--- config.mk ---
export PLATFORM = sky130hd
export DESIGN_NAME = video_timing_gen
export DESIGN_NICKNAME = d
export VERILOG_FILES = /design/src/rtl/video_timing_gen.sv
export SDC_FILE = /design/constraint.sdc
export NUM_CORES = 1
export LEC_CHECK = 0
export BUFFER_PORTS_ARGS = -buffer_cell sky130_fd_sc_hd__buf_2
export CAP_MARGIN = 10
export CORE_MARGIN = 2
export CORE_UTILIZATION = 30
export DETAILED_ROUTE_END_ITERATION = 16
export PLACE_DENSITY_LB_ADDON = 0.12
export SKIP_LAST_GASP = 1
export SLEW_MARGIN = 40
export SYNTH_ARGS = -nofsm -noshare
export SYNTH_HDL_FRONTEND = slang
export SYNTH_SLANG_ARGS = --single-unit
--- constraint.sdc ---
create_clock -name clk_pix -period 3.4 [get_ports clk_pix]
set_clock_uncertainty 0.2 [all_clocks]
set_input_delay 0.17 -clock clk_pix [delete_from_list [all_inputs] [get_ports clk_pix]]
set_output_delay 0.17 -clock clk_pix [all_outputs]
set_load 0.05 [all_outputs]
--- src/rtl/video_timing_gen.sv ---
// Multi-mode raster timing generator (640x480, 1280x720, 1920x1080 @60); optional frame counter under VTG_FRAME_CNT_EN.
// Latency: every output is one register stage after the internal hc/vc counters, and all outputs describe the same pixel.
// Backpressure: none. The generator free-runs on clk_pix, and mode requests are queued until the next frame boundary.
module video_timing_gen #(
  parameter int WIDTH        = 12,
  parameter int DEFAULT_MODE = 0
) (
  input  logic             clk_pix,
  input  logic             rst_pix,
  input  logic [1:0]       mode_sel,
  input  logic             mode_req,
  output logic             mode_busy,
  output logic [1:0]       mode_active,
  output logic [WIDTH-1:0] sx,
  output logic [WIDTH-1:0] sy,
  output logic             hsync,
  output logic             vsync,
  output logic             de,
  output logic             line_start,
  output logic             frame_start,
  output logic [15:0]      frame_cnt
);

  if (WIDTH < 12) begin : g_width_chk
    $error("video_timing_gen: WIDTH must be >= 12");
  end

  // Out-of-range DEFAULT_MODE values fall back to 640x480.
  localparam logic [1:0] DEF_MODE = (DEFAULT_MODE == 1) ? 2'd1 :
                                    (DEFAULT_MODE == 2) ? 2'd2 : 2'd0;
  // Sync is held at the inactive level of the default mode while in reset.
  localparam logic DEF_SYNC_IDLE = (DEF_MODE == 2'd0);

  logic [WIDTH-1:0] hc_q, hc_d, vc_q, vc_d;
  logic [1:0]       mode_q, mode_d, pend_q, pend_d;
  logic             busy_q, busy_d;

  logic [WIDTH-1:0] sx_q, sx_d, sy_q, sy_d;
  logic             hsync_q, hsync_d, vsync_q, vsync_d;
  logic             de_q, de_d, line_start_q, line_start_d, frame_start_q, frame_start_d;
  logic [1:0]       mode_active_q, mode_active_d;

  // Timing values for the mode in force.
  // "ss" is the first sync pixel/line, and "se" is the first pixel/line after sync.
  logic [WIDTH-1:0] h_act, h_ss, h_se, h_tot, v_act, v_ss, v_se, v_tot;
  logic             pol;
  logic             h_last, v_last, wrap, in_hs, in_vs;

  // Select the timing table row of the current internal mode.
  always_comb begin
    h_act = WIDTH'(640);  h_ss = WIDTH'(656);  h_se = WIDTH'(752);  h_tot = WIDTH'(800);
    v_act = WIDTH'(480);  v_ss = WIDTH'(490);  v_se = WIDTH'(492);  v_tot = WIDTH'(525);
    pol   = 1'b0;
    case (mode_q)
      2'd1: begin
        h_act = WIDTH'(1280); h_ss = WIDTH'(1390); h_se = WIDTH'(1430); h_tot = WIDTH'(1650);
        v_act = WIDTH'(720);  v_ss = WIDTH'(725);  v_se = WIDTH'(730);  v_tot = WIDTH'(750);
        pol   = 1'b1;
      end
      2'd2: begin
        h_act = WIDTH'(1920); h_ss = WIDTH'(2008); h_se = WIDTH'(2052); h_tot = WIDTH'(2200);
        v_act = WIDTH'(1080); v_ss = WIDTH'(1084); v_se = WIDTH'(1089); v_tot = WIDTH'(1125);
        pol   = 1'b1;
      end
      default: ;
    endcase
  end

  // Advance the counters, track a pending mode request, and apply it at the frame wrap.
  always_comb begin
    h_last = (hc_q == h_tot - 1'b1);
    v_last = (vc_q == v_tot - 1'b1);
    wrap   = h_last & v_last;
    hc_d   = h_last ? '0 : hc_q + 1'b1;
    vc_d   = vc_q;
    if (h_last) begin
      vc_d = v_last ? '0 : vc_q + 1'b1;
    end
    // At the wrap, the mode takes the value that was pending before this edge.
    // A request on that same edge stays pending for the following frame.
    mode_d = (wrap && busy_q) ? pend_q : mode_q;
    pend_d = pend_q;
    if (mode_req) begin
      pend_d = (mode_sel == 2'd3) ? 2'd0 : mode_sel;
    end
    busy_d = mode_req | (busy_q & ~wrap);
  end

  // Decode the current counter position into the next output register values.
  always_comb begin
    in_hs         = (hc_q >= h_ss) && (hc_q < h_se);
    in_vs         = (vc_q >= v_ss) && (vc_q < v_se);
    sx_d          = hc_q;
    sy_d          = vc_q;
    hsync_d       = ~(in_hs ^ pol);
    vsync_d       = ~(in_vs ^ pol);
    de_d          = (hc_q < h_act) && (vc_q < v_act);
    line_start_d  = (hc_q == '0);
    frame_start_d = (hc_q == '0) && (vc_q == '0);
    mode_active_d = mode_q;
  end

  // Counter, mode and output registers, with a full synchronous restart on reset.
  always_ff @(posedge clk_pix) begin
    if (rst_pix) begin
      hc_q          <= '0;
      vc_q          <= '0;
      mode_q        <= DEF_MODE;
      pend_q        <= DEF_MODE;
      busy_q        <= 1'b0;
      sx_q          <= '0;
      sy_q          <= '0;
      hsync_q       <= DEF_SYNC_IDLE;
      vsync_q       <= DEF_SYNC_IDLE;
      de_q          <= 1'b0;
      line_start_q  <= 1'b0;
      frame_start_q <= 1'b0;
      mode_active_q <= DEF_MODE;
    end else begin
      hc_q          <= hc_d;
      vc_q          <= vc_d;
      mode_q        <= mode_d;
      pend_q        <= pend_d;
      busy_q        <= busy_d;
      sx_q          <= sx_d;
      sy_q          <= sy_d;
      hsync_q       <= hsync_d;
      vsync_q       <= vsync_d;
      de_q          <= de_d;
      line_start_q  <= line_start_d;
      frame_start_q <= frame_start_d;
      mode_active_q <= mode_active_d;
    end
  end

`ifdef VTG_FRAME_CNT_EN
  logic [15:0] fseen_q, fseen_d, frame_cnt_q, frame_cnt_d;

  // On each frame_start, present the number of frames started earlier, so the first frame shows 0.
  always_comb begin
    fseen_d     = fseen_q;
    frame_cnt_d = frame_cnt_q;
    if (frame_start_d) begin
      frame_cnt_d = fseen_q;
      fseen_d     = fseen_q + 16'd1;
    end
  end

  // Frame counter registers.
  always_ff @(posedge clk_pix) begin
    if (rst_pix) begin
      fseen_q     <= 16'd0;
      frame_cnt_q <= 16'd0;
    end else begin
      fseen_q     <= fseen_d;
      frame_cnt_q <= frame_cnt_d;
    end
  end

  assign frame_cnt = frame_cnt_q;
`else
  assign frame_cnt = 16'd0;
`endif

  assign mode_busy   = busy_q;
  assign mode_active = mode_active_q;
  assign sx          = sx_q;
  assign sy          = sy_q;
  assign hsync       = hsync_q;
  assign vsync       = vsync_q;
  assign de          = de_q;
  assign line_start  = line_start_q;
  assign frame_start = frame_start_q;

endmodule

* Word-level counts from Yosys, hierarchy flattened *
Cells that the tools add are included.

storage, ports and cells
  register bits after elaboration = 60
  latch bits = 0
  memory bits (writable) = 0
  memory bits (read-only) = 0
  input bits = 5
  output and inout port bits = 48
  memories = 0

operators by class
  $add $sub $neg = 4
  $mul = 0
  div/mod/pow operators = 0
  $lt $le $gt $ge = 6
  eq/ne operators = 5
  shift operators = 0
  multiplexer cells = 11
  bitwise gates (word level) = 8
  reductions and logical operators = 9

operators by type and width
  operator                                             number
  one-hot mux 11 bit (2 select lines)                  6
  less-than comparator 12 bit                          4
  one-hot mux 12 bit (2 select lines)                  2
  adder 12 x 1 -> 12 bit (second input constant)       2
  == test 12 bit                                       2
  >= comparator 12 bit                                 2
  logical NOT 12 bit                                   2
  subtractor 12 x 1 -> 12 bit (second input constant)  2
  two-way mux 12 bit                                   1
  logical AND 1 bit                                    5
  == test 2 bit (second input constant)                2
  OR reduction 2 bit                                   2
  inverter 1 bit                                       3
  AND 1 bit                                            2
  == test 2 x 1 -> 1 bit (second input constant)       1
  two-way mux 2 bit                                    1
  bitwise XOR 1 bit                                    2
  two-way mux 1 bit                                    1
  OR 1 bit                                             1

* Longest topological paths before layout *
  depth in word-level cells = 8
  gate-level depth with buffers = 11

* Worst setup path after synthesis *
No wires, ideal clock.

  path kind = flip-flop to flip-flop
  start = register mode_q[1] (netlist: mode_active_d[1])
  end = register vc_q[0] (netlist: sy_d[0])
  library setup time = 67 ps
  arrival = 2546 ps
  setup slack = 586 ps
  stages on the path, launching flop included = 11
  buffers on the path = 1
  period minus slack after synthesis = 2814 ps
  cell sequence = dfxtp_1 > inv_1 > ha_1 > buf_4 > inv_1 > ha_1 > nor4_2 > nand4_2 > nor3_4 > or3b_1 > a21oi_2

between the ends
  word-level cells in the longest chain between the ends = 5
  elaborated cells between the ends (all ways) = 9
  classes of those cells = add/sub: 2; eq/ne: 4; mux: 3

ends and longest elaborated chain
  item                                                            line  RTL
  from (decl)                                                     35    logic [1:0] mode_q, mode_d, pend_q, pend_d;
  from (signal assigned)                                          122   mode_q <= mode_d;
  == test 2 bit / == test 2 x 1 -> 1 bit (equally long branches)  54    case (mode_q)
  one-hot mux 11 bit (2 select lines)                             54
  subtractor 12 x 1 -> 12 bit                                     72    v_last = (vc_q == v_tot - 1'b1);
  == test 12 bit                                                  72
  two-way mux 12 bit                                              77    vc_d = v_last ? '0 : vc_q + 1'b1;
  to (signal assigned)                                            121   vc_q <= vc_d;
  to (decl)                                                       34    logic [WIDTH-1:0] hc_q, hc_d, vc_q, vc_d;

Several ways; a longest one is shown, not always the timed one.
A chain may end at the register's enable or synchronous reset.

* Final worst setup path *
  start = register mode_q[0] (netlist: mode_active_d[0])
  end = register vsync_q (netlist: vsync)

between the ends
  word-level cells in the longest chain between the ends = 6
  elaborated cells between the ends (all ways) = 11
  classes of those cells = order compare: 2; eq/ne: 2; mux: 3; bitwise: 2; reduce/logical: 2

ends and longest elaborated chain
  item                                                                        line  RTL
  == test 2 bit / == test 2 x 1 -> 1 bit (equally long branches)              54
  one-hot mux 11 bit (2 select lines)                                         54
  >= comparator 12 bit / less-than comparator 12 bit (equally long branches)  92    in_vs = (vc_q >= v_ss) && (vc_q < v_se);
  logical AND 1 bit                                                           92
  bitwise XOR 1 bit *                                                         96    vsync_d = ~(in_vs ^ pol);
  inverter 1 bit *                                                            96
  to (signal assigned)                                                        128   vsync_q <= vsync_d;
  to (decl)                                                                   39    logic hsync_q, hsync_d, vsync_q, vsync_d;

Mark *: on every way between the ends. The rest lies on a longest branch, timed or not.

==> run_summary.xml <==
<?xml version="1.0" encoding="UTF-8"?>
<metrics>
  <group name="outcome">
    <metric name="run_status" unit="">finished, final reports clean</metric>
  </group>
  <group name="final_layout">
    <metric name="finish.net_count" unit="">452</metric>
    <metric name="layout.filler_cells" unit="">1176</metric>
    <metric name="finish.utilization" unit="">0.3540</metric>
    <metric name="mostFrequentLayoutCell" unit="">dfxtp_1</metric>
    <metric name="area_occupied_by_registers" unit="um^2">1201</metric>
    <metric name="top_library_cells_by_usage_in_the_layout_fill_and_taps_aside" unit="">60 x dfxtp_1, 50 x nor2_1, 36 x buf_2</metric>
    <metric name="total_inserted_antenna_cells" unit="">0</metric>
    <metric name="post_route_cells_drive_above_1_share" unit="">0.1611</metric>
    <metric name="design_area" unit="um^2">3990</metric>
    <metric name="area.growth.synth_to_final" unit="%">16.60</metric>
    <metric name="multi_input_comb_area" unit="um^2">1997</metric>
  </group>
  <group name="critical_path">
    <metric name="r2r-start" unit="">mode_active_d[0]</metric>
    <metric name="timing.critical_path.slowest_cell_delay" unit="ns">0.46</metric>
    <metric name="critPathRequiredTime" unit="ns">3.45</metric>
    <metric name="endpoint_kind" unit="">flip-flop</metric>
    <metric name="setup_crit_path_kind" unit="">reg -&gt; reg</metric>
    <metric name="regToRegEndpoint" unit="">vsync</metric>
    <metric name="rrSetupSlack" unit="ns">0.38</metric>
    <metric name="path_max_fanout" unit="">8</metric>
    <metric name="crit_slowest_cell" unit="">ha_1</metric>
    <metric name="timing.critical_path.arrival" unit="ns">3.07</metric>
    <metric name="crit_chain" unit="">inv_1 -&gt; ha_1 -&gt; inv_1 -&gt; buf_4 -&gt; ha_1 -&gt; o32ai_1 -&gt; and3_1 -&gt; o211ai_1 -&gt; a221oi_2 -&gt; mux2i_1</metric>
    <metric name="worst_r2r_path_depth" unit="">10</metric>
    <metric name="startpoint_type" unit="">flip-flop</metric>
  </group>
  <group name="power">
    <metric name="worst_ir_drop_vdd" unit="V">0.0002369</metric>
    <metric name="powerDensity" unit="nW/um^2">438.2</metric>
    <metric name="p_leak" unit="nW">1.731</metric>
  </group>
  <group name="synthesis">
    <metric name="synthDominantCellAreaShare" unit="">0.3510</metric>
    <metric name="post_synth_instance_area" unit="um^2">3422</metric>
    <metric name="postSynth.asyncResetShare" unit="">0</metric>
    <metric name="synth-seq-cells" unit="">60</metric>
    <metric name="ys_top_cells_by_area" unit="">dfxtp_1 35%, ha_1 11%, xor2_1 6.1%</metric>
    <metric name="ys_warn_count" unit="">0</metric>
    <metric name="synth_top_flop_cell" unit="">dfxtp_1</metric>
    <metric name="synthesis.area_per_instance" unit="um^2">8.912</metric>
    <metric name="yosys.cell_types.count" unit="">56</metric>
    <metric name="number_of_synthesized_flops_with_an_enable_pin" unit="">0</metric>
    <metric name="synth_sequential_area_ratio" unit="">0.3510</metric>
    <metric name="syn_inst_count" unit="">384</metric>
    <metric name="synth_top_cell_by_area" unit="">dfxtp_1</metric>
  </group>
  <group name="detailed_routing">
    <metric name="postRouteAntennaNets" unit="">0</metric>
    <metric name="drt-vias-per-instance" unit="">4.720</metric>
    <metric name="overall_routed_net_length" unit="mm">8.205</metric>
    <metric name="dr.pass1.iters" unit="">6</metric>
    <metric name="drt-wirelength-per-cell" unit="um">14.52</metric>
    <metric name="remaining_drc_errors" unit="">0</metric>
    <metric name="drt_iter0_drc" unit="">110</metric>
    <metric name="vias" unit="">2667</metric>
  </group>
  <group name="floorplanning">
    <metric name="dieHeight" unit="um">110.8</metric>
    <metric name="pin_count" unit="">53</metric>
    <metric name="core_area" unit="um^2">11270</metric>
    <metric name="die_area" unit="um^2">12280</metric>
    <metric name="rows" unit="">39</metric>
    <metric name="floorplan.initialDensity" unit="">0.3036</metric>
    <metric name="die_w" unit="um">110.8</metric>
  </group>
  <group name="timing">
    <metric name="setup_viol" unit="">0</metric>
    <metric name="max_clock_freq" unit="MHz">331.0</metric>
    <metric name="tightest_slew" unit="ns">0.7639</metric>
    <metric name="final_period_minus_worst_setup_slack" unit="ns">3.021</metric>
    <metric name="timing.final.ws_setup" unit="ns">0.3789</metric>
    <metric name="timing.max_slew.rel_slack" unit="">0.4908</metric>
    <metric name="drv_slew" unit="">0</metric>
    <metric name="hold_viol_final" unit="">0</metric>
    <metric name="fin_setup_tns" unit="ns">0</metric>
    <metric name="grt_setup_unrepaired" unit="">no</metric>
    <metric name="min_period_over_period" unit="">0.8885</metric>
  </group>
  <group name="clock_network">
    <metric name="clock_buffer_count_from_cts" unit="">9</metric>
    <metric name="cts-root-to-sink-buffers" unit="">2</metric>
    <metric name="ctsRootBufferMaster" unit="">clkbuf_16</metric>
    <metric name="htree_num_levels" unit="">3</metric>
    <metric name="worstSkewPairLatency" unit="ns">0.33</metric>
    <metric name="clock_tree_from_tritoncts" unit="">yes</metric>
    <metric name="clock_sink_count" unit="">60</metric>
    <metric name="cts_repair_resize_count" unit="">0</metric>
    <metric name="clkTransAtPathRegs" unit="ns">0.06</metric>
  </group>
  <group name="min_path">
    <metric name="worstHoldPathType" unit="">in -&gt; reg</metric>
    <metric name="timing.hold.worst_path_depth" unit="">2</metric>
    <metric name="hold-path-endpoint" unit="">sx[7]</metric>
    <metric name="worst_hold_startpoint" unit="">rst_pix</metric>
  </group>
  <group name="place">
    <metric name="place_area" unit="um^2">3647</metric>
    <metric name="dp_slack" unit="ns">0.4000</metric>
    <metric name="port_buffers" unit="">36</metric>
    <metric name="hpwl_after_detailed_placement" unit="mm">5.718</metric>
    <metric name="gp_congestion" unit="">0.8356</metric>
  </group>
  <group name="global_routing">
    <metric name="total_track_usage" unit="">0.1376</metric>
    <metric name="globalRoute.totalOverflow" unit="">0</metric>
    <metric name="grt_antenna_before_repair" unit="">0</metric>
    <metric name="grt_first_pass_wirelength" unit="mm">13.48</metric>
    <metric name="grt_pass1_vias" unit="">2530</metric>
    <metric name="grt_start_max_net_pins" unit="">40</metric>
  </group>
  <group name="job">
    <metric name="maxCapViolations" unit="">0</metric>
  </group>
</metrics>
Yosys cell counts, types with 3 or more instances:
cell type   n
xor2_1     24
nand4_1    14
nand2b_1    6
nand2_1    11
nor2_1     50
nor4_1      3
inv_1      12
o21ai_0     6
a21o_1      7
a21oi_1    13
dfxtp_1    60
buf_2       8
nor3_1      7
nor2b_1    22
xnor2_1     9
clkbuf_1    9
ha_1       30
nand3b_1    4
nand3_1    10
buf_4      19
mux2i_1     6
nand4b_1    5
and3_1      8
per-stage QoR:
step           total power, mW  hold slack, ns  cells
4_1_cts                  1.773          0.2038    565
5_1_grt                  1.822          0.2476    565
3_3_place_gp            0.8411          0.2286    545
6_report                 1.748          0.1984    565
3_5_place_dp            0.8414          0.2365    545
2_1_floorplan           0.8362         0.08743    399
cell families after synthesis:
group	Yosys count	share of synthesized area
buf+inv	51	0.08190
mux	6	0.01755
flops	60	0.3510
xor+xnor	33	0.08446
compound gates	46	0.09397
other cells	1	0.001096
fa+ha+maj	32	0.1159
simple gates	155	0.2541
worst max path at each step:
| stage | startpoint | endpoint | cells after the start |
|---|---|---|---|
| 2_1_floorplan | mode_active_d[1] | sy_d[0] | 10 |
| 5_1_grt | mode_active_d[0] | vsync | 10 |
| 3_5_place_dp | mode_active_d[0] | sy_d[6] | 9 |
| 4_1_cts | mode_active_d[0] | sy_d[6] | 9 |
| 3_3_place_gp | mode_active_d[0] | vsync | 10 |
| 6_report | mode_active_d[0] | vsync | 10 |
registers in the layout, indices dropped and copies added (netlist names), 2 cells and up:
register       count
sy_d              12
mode_active_d      2
hc_q              12
sx                12
pend_q             2
mode_active        2
sy                12
routing by layer:
| metal | GRT usage | part of all wire |
|---|---|---|
| met1 | 0.2045 | 0.53 |
| met2 | 0.1926 | 0.41 |
| met3 | 0.03499 | 0.055 |
| met4 | 0.04500 | 0.013 |
| met5 | 0 | 0 |
area by class of cell:
cell class,instances,area share
inverter,12,0.01129
clock buffer,10,0.05989
clock inverter,6,0.01599
timing repair buffer,46,0.06648
sequential,60,0.3010
tap,143,0.04484
multi-input combinational,288,0.5005
power breakdown:
group          total (mW)  internal (mW)  switching (mW)  leakage [nW]
Clock               0.919          0.585           0.334         0.144
Sequential          0.723          0.713         0.00988         0.486
Combinational       0.106         0.0205          0.0857          1.10
repair_timing:
action,in CTS,in global routing
endpoints found under the hold margin,3,0
hold buffers,4,0
setup buffers,0,0
worst max-delay path, delay by kind of cell (launching register included):
family	cells	cell delay, ns
compound gates	3	0.78
fa+ha+maj	2	0.73
buf+inv	3	0.45
flops	1	0.37
mux	1	0.22
simple gates	1	0.20
(Power assumes the default switching activity.)
